**src/rtl/pipe_reg_chain.sv**
```systemverilog
// DEPTH-stage valid/ready register pipe with collapsing bubbles and synchronous flush.
// Define PIPE_REG_CHAIN_COUNT_EN to add the registered occupancy output count_o.
module pipe_reg_chain #(
  parameter int               WIDTH    = 8,
  parameter int               DEPTH    = 3,
  parameter logic [WIDTH-1:0] RST_DATA = '0
) (
  input  logic             clk_i,
  input  logic             rst_i,
  input  logic             flush_i,
  input  logic             in_valid_i,
  input  logic [WIDTH-1:0] in_data_i,
  output logic             in_ready_o,
  output logic             out_valid_o,
  output logic [WIDTH-1:0] out_data_o,
  input  logic             out_ready_i
`ifdef PIPE_REG_CHAIN_COUNT_EN
  ,
  output logic [$clog2(DEPTH+1)-1:0] count_o
`endif
);

  logic [DEPTH-1:0] valid_q;
  logic [DEPTH-1:0] valid_d;
  logic [WIDTH-1:0] data_q [DEPTH];
  logic [WIDTH-1:0] data_d [DEPTH];
  logic [DEPTH-1:0] src_v;
  logic [WIDTH-1:0] src_d  [DEPTH];
  logic [DEPTH:0]   adv;

  // A stage may advance when it is empty or the stage after it is moving.
  always_comb begin
    adv        = '0;
    adv[DEPTH] = out_ready_i;
    for (int k = DEPTH - 1; k >= 0; k--) begin
      adv[k] = !valid_q[k] || adv[k+1];
    end
  end

  always_comb begin
    src_v    = '0;
    src_v[0] = in_valid_i;
    src_d[0] = in_data_i;
    for (int k = 1; k < DEPTH; k++) begin
      src_v[k] = valid_q[k-1];
      src_d[k] = data_q[k-1];
    end
  end

  // Flush only clears valids; data registers keep their contents.
  always_comb begin
    valid_d = valid_q;
    data_d  = data_q;
    for (int k = 0; k < DEPTH; k++) begin
      if (flush_i) begin
        valid_d[k] = 1'b0;
      end else if (adv[k]) begin
        valid_d[k] = src_v[k];
        if (src_v[k]) begin
          data_d[k] = src_d[k];
        end
      end
    end
  end

  always_ff @(posedge clk_i) begin
    if (rst_i) begin
      valid_q <= '0;
      for (int k = 0; k < DEPTH; k++) begin
        data_q[k] <= RST_DATA;
      end
    end else begin
      valid_q <= valid_d;
      for (int k = 0; k < DEPTH; k++) begin
        data_q[k] <= data_d[k];
      end
    end
  end

  assign in_ready_o  = adv[0] && !flush_i;
  assign out_valid_o = valid_q[DEPTH-1];
  assign out_data_o  = data_q[DEPTH-1];

`ifdef PIPE_REG_CHAIN_COUNT_EN
  localparam int CW = $clog2(DEPTH + 1);

  logic [CW-1:0] count_q;
  logic [CW-1:0] count_d;

  // Registered popcount of the next-state valids, so it tracks valid_q exactly.
  always_comb begin
    count_d = '0;
    for (int k = 0; k < DEPTH; k++) begin
      count_d = count_d + CW'(valid_d[k]);
    end
  end

  always_ff @(posedge clk_i) begin
    if (rst_i) begin
      count_q <= '0;
    end else begin
      count_q <= count_d;
    end
  end

  assign count_o = count_q;
`endif

endmodule

```
**config.mk**
```make
export PLATFORM = sky130hd
export DESIGN_NAME = pipe_reg_chain
export DESIGN_NICKNAME = d
export VERILOG_FILES = /design/src/rtl/pipe_reg_chain.sv
export SDC_FILE = /design/constraint.sdc
export NUM_CORES = 1
export LEC_CHECK = 0
export CAP_MARGIN = 20
export CORE_MARGIN = 1
export CORE_UTILIZATION = 45
export DETAILED_ROUTE_END_ITERATION = 16
export PLACE_DENSITY = 0.71
export SLEW_MARGIN = 20
export SYNTH_ARGS = -nofsm -noshare
export SYNTH_HDL_FRONTEND = slang
export SYNTH_SLANG_ARGS = --single-unit
```
**constraint.sdc**
```tcl
create_clock -name clk_i -period 3.04 [get_ports clk_i]
set_input_delay 0.456 -clock clk_i [delete_from_list [all_inputs] [get_ports clk_i]]
set_output_delay 0.456 -clock clk_i [all_outputs]
set_load 0.1 [all_outputs]
```
==> flow_summary_export.csv <==
group,metric,value,unit
run_status,status,"complete, no violations",
floorplanning,core,2477,µm²
worst_setup_path,kind_of_capture_point_of_the_worst_setup_path,"output port",
synth,post_synth_xor_area_fraction,0,%
global_routing,global_route.peak_usage_layer,"met2",
floorplanning,die_y,53.42,µm
clocking,post_cts_hold_buffer_count,0,
place,cells_after_dpl,159,
place,hpwl,1357,µm
timing,rsz0062_at_grt,"false",
floorplanning,number_of_rows_created_at_floorplan,18,
power,leakage,0.5123,nW
synth,synthSimpleGateAreaFrac,20.40,%
detailed_routing,drt_iter0_markers,15,
synth,yosys.area_share.adder,0,%
clocking,clockRootBuffer,"clkbuf_4",
place,pre_cts_ws,0.9471,ns
timing,slew_limit_fails,0,
final_layout,synthToLayoutAreaGrowth,14.09,%
worst_setup_path,worstPathCellList,"clkdlybuf4s50_1, nor2b_4, a31oi_2, buf_4",
clocking,worst_skew_pair.late_latency,0.32,ns
worst_setup_path,regToRegEndpoint,"out_data_o[4]",
timing,total_negative_setup_slacks,0,ns
final_layout,fin_nets,147,
global_routing,grt_pass1_wl,3236,µm
synth,synthesis.area,1190,µm²
worst_setup_path,register_to_register_setup_slack,1.57,ns
clocking,cts_made_buffers,3,
worst_setup_path,crit_path_max_fanout,15,
hold_path,hold_path_class,"reg2reg",
clocking,clkSinkCount,27,
synth,synth-compound-area-share,11.78,%
global_routing,grt_use_total,15.64,%
detailed_routing,routed_via_density,5.117,
detailed_routing,route.vias.total,834,
floorplanning,num_io_pins,23,
synth,synth.net_count,137,
global_routing,use_met1,19.58,%
synth,syn-mean-instance-area,9.596,µm²
worst_setup_path,timing.setup.critical_path_class,"in2out",
worst_setup_path,critPathLaunchType,"input pin",
clocking,post_cts_setup_repair_bufs,0,
timing,post_layout_min_period,2.090,ns
power,power_density,420.2,nW/µm²
timing,fin_crit_sh,68.75,%
detailed_routing,detail_route.first_pass.iterations,4,
floorplanning,dieArea,2854,µm²
global_routing,met2_usage,26.04,%
clocking,cts-htree-levels,1,
hold_path,whs_endpoint,"out_data_o[1]",
synth,synth_seq_area_share,45.43,%
timing,report.final.setup_viol,0,
detailed_routing,wirelength,1906,µm
global_routing,met3_capacity_usage_during_global_routing,2.586,%
run,maxCapViolCount,0,
clocking,clock_tree_from_tritoncts,"yes",
worst_setup_path,signal_arrival_time_at_the_worst_endpoint,1.63,ns
synth,synth_mux_area_share,13.46,%
detailed_routing,detail_route.wl_per_cell,11.69,µm
worst_setup_path,rr_startpoint,"valid_q[1]",
worst_setup_path,worst_ep_required_time,2.58,ns
worst_setup_path,crit_slowest_cell,"clkdlybuf4s50_1",
power,max-vdd-ir-drop,0.2374,mV
clocking,worst_setup_hold_path_clk_slew,0.14,ns
synth,ys.warnings.count,0,
synth,post_synth_inst_count,124,
global_routing,grt_max_degree,36,
timing,worst_slew_pin_slew,0.9327,ns
floorplanning,fp.dieW,53.42,µm
worst_setup_path,critical-path-max-stage-delay,0.46,ns
detailed_routing,ant_nets,0,
timing,timing.slew.headroom,37.63,%
final_layout,post_layout_nonfiller_instances,163,
final_layout,layout-drive-gt1-share,12.78,%
clocking,cts-resized-gates,0,
hold_path,holdCritStartpoint,"data_q[9]",
floorplanning,floorplan.initialDensity,48.03,%
timing,clock_skew,0.006638,ns
place,gpl.final_weighted_congestion,0.7263,
worst_setup_path,reg2reg_depth,3,
hold_path,whs_path_depth,2,
detailed_routing,remaining_drc_errors,0,
global_routing,first_global_vias,741,
synth,synth_top_family_by_area,"simple AND/OR/NAND/NOR gates",
final_layout,diodes,0,
synth,yosysUniqueCellTypes,19,
place,placement.io_buffers,22,
global_routing,grt_overflow,0,
synth,synth-seq-cells,27,
timing,finalHoldViolations,0,
final_layout,utilization,54.80,%
timing,final.setup.worst_slack,0.9499,ns
clocking,cts.path.max_buffers,2,
global_routing,antenna_violations_before_repair,0,
timing,fmax,0.4785,GHz
## cell usage after synthesis
master | instances | area (µm²)
nor3_1 | 3 | 15.01
clkbuf_1 | 5 | 18.77
inv_1 | 2 | 7.510
nand2b_1 | 25 | 156.4
nor2b_4 | 1 | 13.76
a31oi_1 | 2 | 12.51
nor2_1 | 1 | 3.750
nor2b_1 | 1 | 6.260
a211o_1 | 1 | 8.760
or2b_1 | 1 | 7.510
a311oi_4 | 1 | 26.28
o21ai_0 | 8 | 40.04
dfxtp_1 | 27 | 540.5
a211oi_1 | 1 | 7.510
a21oi_1 | 9 | 45.04
nand3_1 | 8 | 40.04
buf_2 | 4 | 20.02
buf_4 | 8 | 60.06
mux2i_1 | 16 | 160.2
## power by group
group	total, mW	internal [mW]	switching (mW)
clock	0.151	0.0492	0.102
combinational	0.0553	0.0295	0.0258
sequential	0.364	0.361	0.00332
## placed cells by master (no fill, tap or decap)
| master | instances |
|---|---|
| a211o_1 | 1 |
| a211oi_1 | 1 |
| a21oi_1 | 9 |
| a311oi_4 | 1 |
| a31oi_1 | 1 |
| a31oi_2 | 1 |
| buf_4 | 10 |
| clkbuf_4 | 3 |
| clkdlybuf4s50_1 | 12 |
| clkinv_2 | 1 |
| dfxtp_1 | 27 |
| inv_1 | 2 |
| mux2i_1 | 16 |
| nand2b_1 | 25 |
| nand3_1 | 8 |
| nor2_1 | 1 |
| nor2b_1 | 1 |
| nor2b_4 | 1 |
| nor3_1 | 3 |
| o21ai_0 | 8 |
| or2b_1 | 1 |
## flip-flops by register name, indices dropped and copies added, names as in the netlist
signal,count
data_q,16
valid_q,3
out_data_o,8
## critical path, delay by kind of cell
kind | cells | cell delay [ns]
buf+inv | 2 | 0.71
simple gates | 1 | 0.34
compound gates | 1 | 0.13
## cells by family (layout without fill, tap and decap cells)
| family | after synthesis | in the layout |
|---|---|---|
| AND/OR/NAND/NOR | 40 | 40 |
| buffers and inverters | 19 | 28 |
| flip-flops | 27 | 27 |
| multiplexers | 16 | 16 |
| AO/OA/AOI/OAI | 22 | 22 |
## how the worst max path moves through the flow
| stage | from | endpoint | slack [ns] | cells after the start |
|---|---|---|---|---|
| global route | out_ready_i | in_ready_o | 0.89 | 4 |
| finish | out_ready_i | in_ready_o | 0.95 | 4 |
| floorplan | valid_q[2] | in_ready_o | 0.50 | 3 |
| global placement | out_ready_i | in_ready_o | 0.98 | 4 |
| detailed placement | out_ready_i | in_ready_o | 0.95 | 4 |
| CTS | out_ready_i | in_ready_o | 0.94 | 4 |
## per-stage QoR
step / power [mW] / instance area [µm²] / hold WS (ns)
after floorplan: 0.4066 / 1196 / 0.4442
after global placement: 0.4266 / 1330 / 0.4576
after detailed placement: 0.4278 / 1330 / 0.4556
after CTS: 0.5777 / 1358 / 0.4763
after global routing: 0.5957 / 1358 / 0.5087
final: 0.5704 / 1358 / 0.4760
## cell type report
| type | instances | area [µm²] |
|---|---|---|
| clock buffers | 3 | 22.52 |
| inverters | 2 | 7.507 |
| well taps | 30 | 37.54 |
| fillers | 245 | 1120 |
| clock inverters | 1 | 5.005 |
| repair buffers | 22 | 195.2 |
| multi-input cells | 78 | 549.3 |
| flip-flops and latches | 27 | 540.5 |
## metal layers
layer / vias up / part of all wire [%]
li1: 435 / -
met1: 373 / 50
met2: 24 / 44
met3: 2 / 5.4
met4: 0 / 1.0
met5: - / 0
Power figures use the tool's default switching activity.
